<file path="config.mk">
export PLATFORM = sky130hd
export DESIGN_NAME = dsp_tiled_mac
export DESIGN_NICKNAME = d
export VERILOG_FILES = /design/src/rtl/dsp_pkg.sv /design/src/rtl/tile_mult.sv /design/src/rtl/dsp_tiled_mac.sv
export SDC_FILE = /design/constraint.sdc
export NUM_CORES = 1
export LEC_CHECK = 0
export ABC_AREA = 1
export BUFFER_PORTS_ARGS = -buffer_cell sky130_fd_sc_hd__clkbuf_2
export CAP_MARGIN = 30
export CORE_AREA = 4 4 220 222
export DETAILED_ROUTE_END_ITERATION = 8
export DIE_AREA = 0 0 224 226
export MAX_ROUTING_LAYER = met4
export PLACE_DENSITY = 0.83
export RECOVER_POWER = 50
export REMOVE_ABC_BUFFERS = 1
export SLEW_MARGIN = 40
export SYNTH_ARGS = -nofsm -noshare
export SYNTH_HDL_FRONTEND = slang
export SYNTH_SLANG_ARGS = --single-unit
</file>
<file path="constraint.sdc">
create_clock -name clk -period 16.86 [get_ports clk]
set_input_delay 3.372 -clock clk [delete_from_list [all_inputs] [get_ports clk]]
set_output_delay 3.372 -clock clk [all_outputs]
set_load 0.005 [all_outputs]
</file>
<file path="src/rtl/dsp_pkg.sv">
// dsp_pkg: shared mode encodings, FSM state type and step-count helper for dsp_tiled_mac.
package dsp_pkg;
    localparam logic [1:0] MODE_LL = 2'd0;
    localparam logic [1:0] MODE_LF = 2'd1;
    localparam logic [1:0] MODE_FF = 2'd2;

    typedef enum logic [1:0] {IDLE, RUN, DONE} state_t;

    function automatic int unsigned step_count(input logic [1:0] mode, input int unsigned nt);
        return mode == MODE_LL ? 1 : mode == MODE_LF ? nt : nt * nt;
    endfunction
endpackage

</file>
<file path="src/rtl/tile_mult.sv">
// tile_mult: combinational TILE x TILE unsigned multiplier; hook for the Wallace/Dadda PPM reduction.
module tile_mult #(
    parameter int TILE = 16
) (
    input  logic [TILE-1:0]   a,
    input  logic [TILE-1:0]   b,
    output logic [2*TILE-1:0] p
);
    assign p = (2*TILE)'(a) * (2*TILE)'(b);
endmodule

</file>
<file path="src/rtl/dsp_tiled_mac.sv">
// dsp_tiled_mac: multi-precision unsigned MAC issuing one TILE x TILE partial product per cycle
// into a wide accumulator that can be shifted and fed back as the next initial sum.
module dsp_tiled_mac
    import dsp_pkg::*;
#(
    parameter int WIDTH      = 32,
    parameter int TILE       = 16,
    parameter int ACC_W      = 2*WIDTH+8,
    parameter int SHIFT_BITS = 2
) (
    input  logic                  clk,
    input  logic                  rst_n,
    input  logic                  start,
    input  logic [1:0]            mode,
    input  logic [WIDTH-1:0]      aa,
    input  logic [WIDTH-1:0]      bb,
    input  logic [2*WIDTH-1:0]    cc,
    input  logic                  mac,
    input  logic [SHIFT_BITS-1:0] shift_amount,
    input  logic                  shift_dir,
    output logic                  busy,
    output logic [ACC_W-1:0]      out,
    output logic                  out_valid
);
    localparam int NT = WIDTH / TILE;
    localparam int IW = NT > 1 ? $clog2(NT) : 1;
    localparam int CW = $clog2(NT*NT+1);

    state_t            state;
    logic [1:0]        mode_r;
    logic [WIDTH-1:0]  aa_r, bb_r;
    logic [IW-1:0]     i, j;
    logic [CW-1:0]     cnt;
    logic [ACC_W-1:0]  acc, fb, pp_ext;
    logic [2*TILE-1:0] pp;
    logic              last;

    assign out = acc;

    tile_mult #(.TILE(TILE)) u_mult (
        .a(aa_r[int'(i)*TILE +: TILE]),
        .b(bb_r[int'(j)*TILE +: TILE]),
        .p(pp)
    );

    always_comb begin
        fb     = shift_dir ? acc >> shift_amount : acc << shift_amount;
        pp_ext = ACC_W'(pp) << ((int'(i) + int'(j)) * TILE);
        last   = cnt == CW'(step_count(mode_r, NT) - 1);
    end

    always_ff @(posedge clk or negedge rst_n) begin
        if (!rst_n) begin
            state     <= IDLE;
            mode_r    <= '0;
            aa_r      <= '0;
            bb_r      <= '0;
            i         <= '0;
            j         <= '0;
            cnt       <= '0;
            acc       <= '0;
            busy      <= 1'b0;
            out_valid <= 1'b0;
        end else begin
            case (state)
                IDLE: begin
                    out_valid <= 1'b0;
                    if (start) begin
                        aa_r   <= aa;
                        bb_r   <= bb;
                        mode_r <= mode;
                        acc    <= mac ? fb : ACC_W'(cc);
                        i      <= '0;
                        j      <= '0;
                        cnt    <= '0;
                        busy   <= 1'b1;
                        state  <= RUN;
                    end
                end
                RUN: begin
                    acc <= acc + pp_ext;
                    cnt <= cnt + CW'(1);
                    // j inner, i outer; mode 1 finishes before i ever advances
                    j   <= j == IW'(NT-1) ? '0 : j + IW'(1);
                    i   <= j == IW'(NT-1) ? i + IW'(1) : i;
                    if (last) begin
                        state     <= DONE;
                        out_valid <= 1'b1;
                    end
                end
                DONE: begin
                    out_valid <= 1'b0;
                    busy      <= 1'b0;
                    state     <= IDLE;
                end
                default: state <= IDLE;
            endcase
        end
    end
endmodule

</file>
==> results.sh <==
export IMPL_crit_arrival_ps=10830
export IMPL_grt_max_degree=94
export IMPL_relSlewSlack=-2.556
export IMPL_ant_nets=0
export IMPL_slowest_delay_ps=800
export IMPL_violations="capacitance limit, slew limit"
export IMPL_cp_data_required_time_ps=17280
export IMPL_tritoncts="built"
export IMPL_async_flop_share=1.000
export IMPL_root_buffer="clkbuf_16"
export IMPL_critPathKind="reg -> reg"
export IMPL_cap_violations=4
export IMPL_syn_cell_area_mm2=0.02520
export IMPL_port_buffers=210
export IMPL_cpMostUsedCell="nand2_1"
export IMPL_core_area_mm2=0.04636
export IMPL_antenna_found_initial=0
export IMPL_vias=27200
export IMPL_syn_avg_cell_area_um2=6.456
export IMPL_worstMarginPinSlew_ps=5334
export IMPL_clock_sinks=147
export IMPL_drt_pass1_iterations=6
export IMPL_finalMaxSlewViolations=246
export IMPL_ys_ff_latch=147
export IMPL_period_minus_slack_ps=10410
export IMPL_final_util=0.5873
export IMPL_place_ws_ps=6795
export IMPL_regToRegSetupSlack_ps=6450
export IMPL_grt_busiest_layer="met2"
export IMPL_ys_warn_count=0
export IMPL_drtIter0Drc=2526
export IMPL_layout_setup_ws_ps=6454
export IMPL_yosysSeqAreaShare=0.1460
export IMPL_dp_cells=4621
export IMPL_fin_cells=4654
export IMPL_rows=79
export IMPL_fmax_ghz=0.09610
export IMPL_synth_edf_count=0
export IMPL_cts_buffer_depth=2
export IMPL_wirelength_um=97550
export IMPL_ios=211
export IMPL_synth_area_leader_cell="nand2_1"
export IMPL_vias_per_cell=5.845
export IMPL_final_common_cell="nand2_1"
export IMPL_synth_ff_type="dfrtp_1"
export IMPL_path_max_fanout=18
export IMPL_fin_nets=4542
export IMPL_clk_pin_slew_ps=90
export IMPL_met1_usage=0.4758
export IMPL_hold_viol=0
export IMPL_critPathSlowestCell="dfrtp_1"
export IMPL_htreeDepth=4
export IMPL_fin_worst_skew_ps=28.77
export IMPL_fillers=4640
export IMPL_fin_tns_setup_ps=0
export IMPL_grt_use_met3=0.06382
export IMPL_fin_crit_sh=0.6172
export IMPL_final_cell_mix="nand2_1 (1,095), inv_1 (565), nor2_1 (416), o21ai_0 (296), a21oi_1 (242)"
export IMPL_dieArea_mm2=0.05062
export IMPL_cts_buffers_inserted=17
export IMPL_finalWeightedCongestion=1.078
export IMPL_die_h_um=226
export IMPL_cts_setup_buffers=0
export IMPL_drive_above_1_share=0.1105
export IMPL_ctsHoldBuffers=0
export IMPL_grt_overflow=0
export IMPL_yosysUniqueCellTypes=61
export IMPL_drc_errors=0
export IMPL_die_w_um=224
export IMPL_area_growth_pct=8.028
export IMPL_met2_usage=0.6315
export IMPL_min_path_type="reg -> reg"
export IMPL_ys_top_cells_by_area="nand2_1 (16%), fa_1 (15%), dfrtp_1 (15%)"
export IMPL_grt_pass1_vias=26470
export IMPL_start_kind="flip-flop"
export IMPL_end_kind="flip-flop"
export IMPL_postCtsResizedCells=0
export IMPL_start_util=0.5437
export IMPL_routedWlPerCell_um=20.96
export IMPL_synthCells=3904
export IMPL_grt_pass1_wl_um=149000
export IMPL_status="complete, but fails checks"
export IMPL_setup_viol=0
export IMPL_clk_latency_ps=510
export IMPL_track_usage=0.3918
export IMPL_place_hpwl_um=78880
export IMPL_rsz0062_at_grt="false"
export IMPL_yosys_area_top_type_share=0.1631
routing by layer:
layer  vias to the layer above  wire length (um)
met3                       343              8191
met2                      1412             44860
li1                      12740                 -
met1                     12710             38130
met5                         -                 0
met4                         0              6372
sequential cells by signal, summed over array words and instances, names as in the netlist:
signal / flops
out_valid: 1
i: 1
j: 1
state: 2
mode_r: 2
busy: 1
bb_r: 32
aa_r: 32
out: 72
cnt: 3
area by class of cell:
class,count,area [um^2],share of cell area
clock buffer,18,439.2,0.01613
tap,607,759.5,0.02790
clock inverter,14,138.9,0.005101
inverter,609,2286,0.08396
antenna,1,2.502,0.00009191
timing repair buffer,247,1303,0.04784
multi-input combinational,3011,18620,0.6839
sequential,147,3679,0.1351
logic make-up after synthesis:
| logic type | after synthesis | share of synthesized area |
|---|---|---|
| AOI/OAI and AO/OA | 788 | 0.1828 |
| adders and majority gates | 372 | 0.2428 |
| DFF | 147 | 0.1460 |
| and+or+nand+nor | 1814 | 0.2998 |
| buffers and inverters | 746 | 0.1158 |
| xor gates and xnor gates | 37 | 0.01286 |
synthesized netlist by cell type, drive strengths merged (12+ instances only):
master and instances:
nor3 23, a22oi 14, dfrtp 147, o211ai 13, nand4 14, o21a 22, nand3b 20, clkinv 14
xor2 25, o221ai 19, a41oi 21, nor2 456, or2 39, fa 195, a21boi 32, xnor2 12
inv 595, buf 69, clkbuf 68, o22ai 24, o21bai 12, nand3 121, a21oi 245, nand2 1132
o21ai 340, a221oi 21, ha 177
stage by stage:
stage                     cell area (um^2)  hold WS, ps
after global routing                 27220        493.3
after floorplan                      24570        441.4
after detailed placement             26680        458.3
after global placement               26680        455.7
final                                27230        479.1
after CTS                            27260        480.8
critical path, delay by kind of cell, from the launching register on:
family	cells	cell delay [ps]
fa+ha+maj	8	3730
compound gates	9	2360
simple gates	13	2000
buf+inv	6	1160
flops	1	800
xor+xnor	1	260
worst paths after layout:
check | start | endpoint | depth (start not counted)
worst max-delay path | i | out[65] | 37
worst min-delay path | bb_r[26] | bb_r[26] | 2
worst max register to register | i | out[65] | 37
worst min register to register | bb_r[26] | bb_r[26] | 2
max in group asynchronous | rst_n | out[44] | 2
min in group asynchronous | rst_n | aa_r[29] | 1
Power is left out: the tool's default activity adds up to more than one toggle a clock period on the data nets, which glitch-free logic cannot reach.
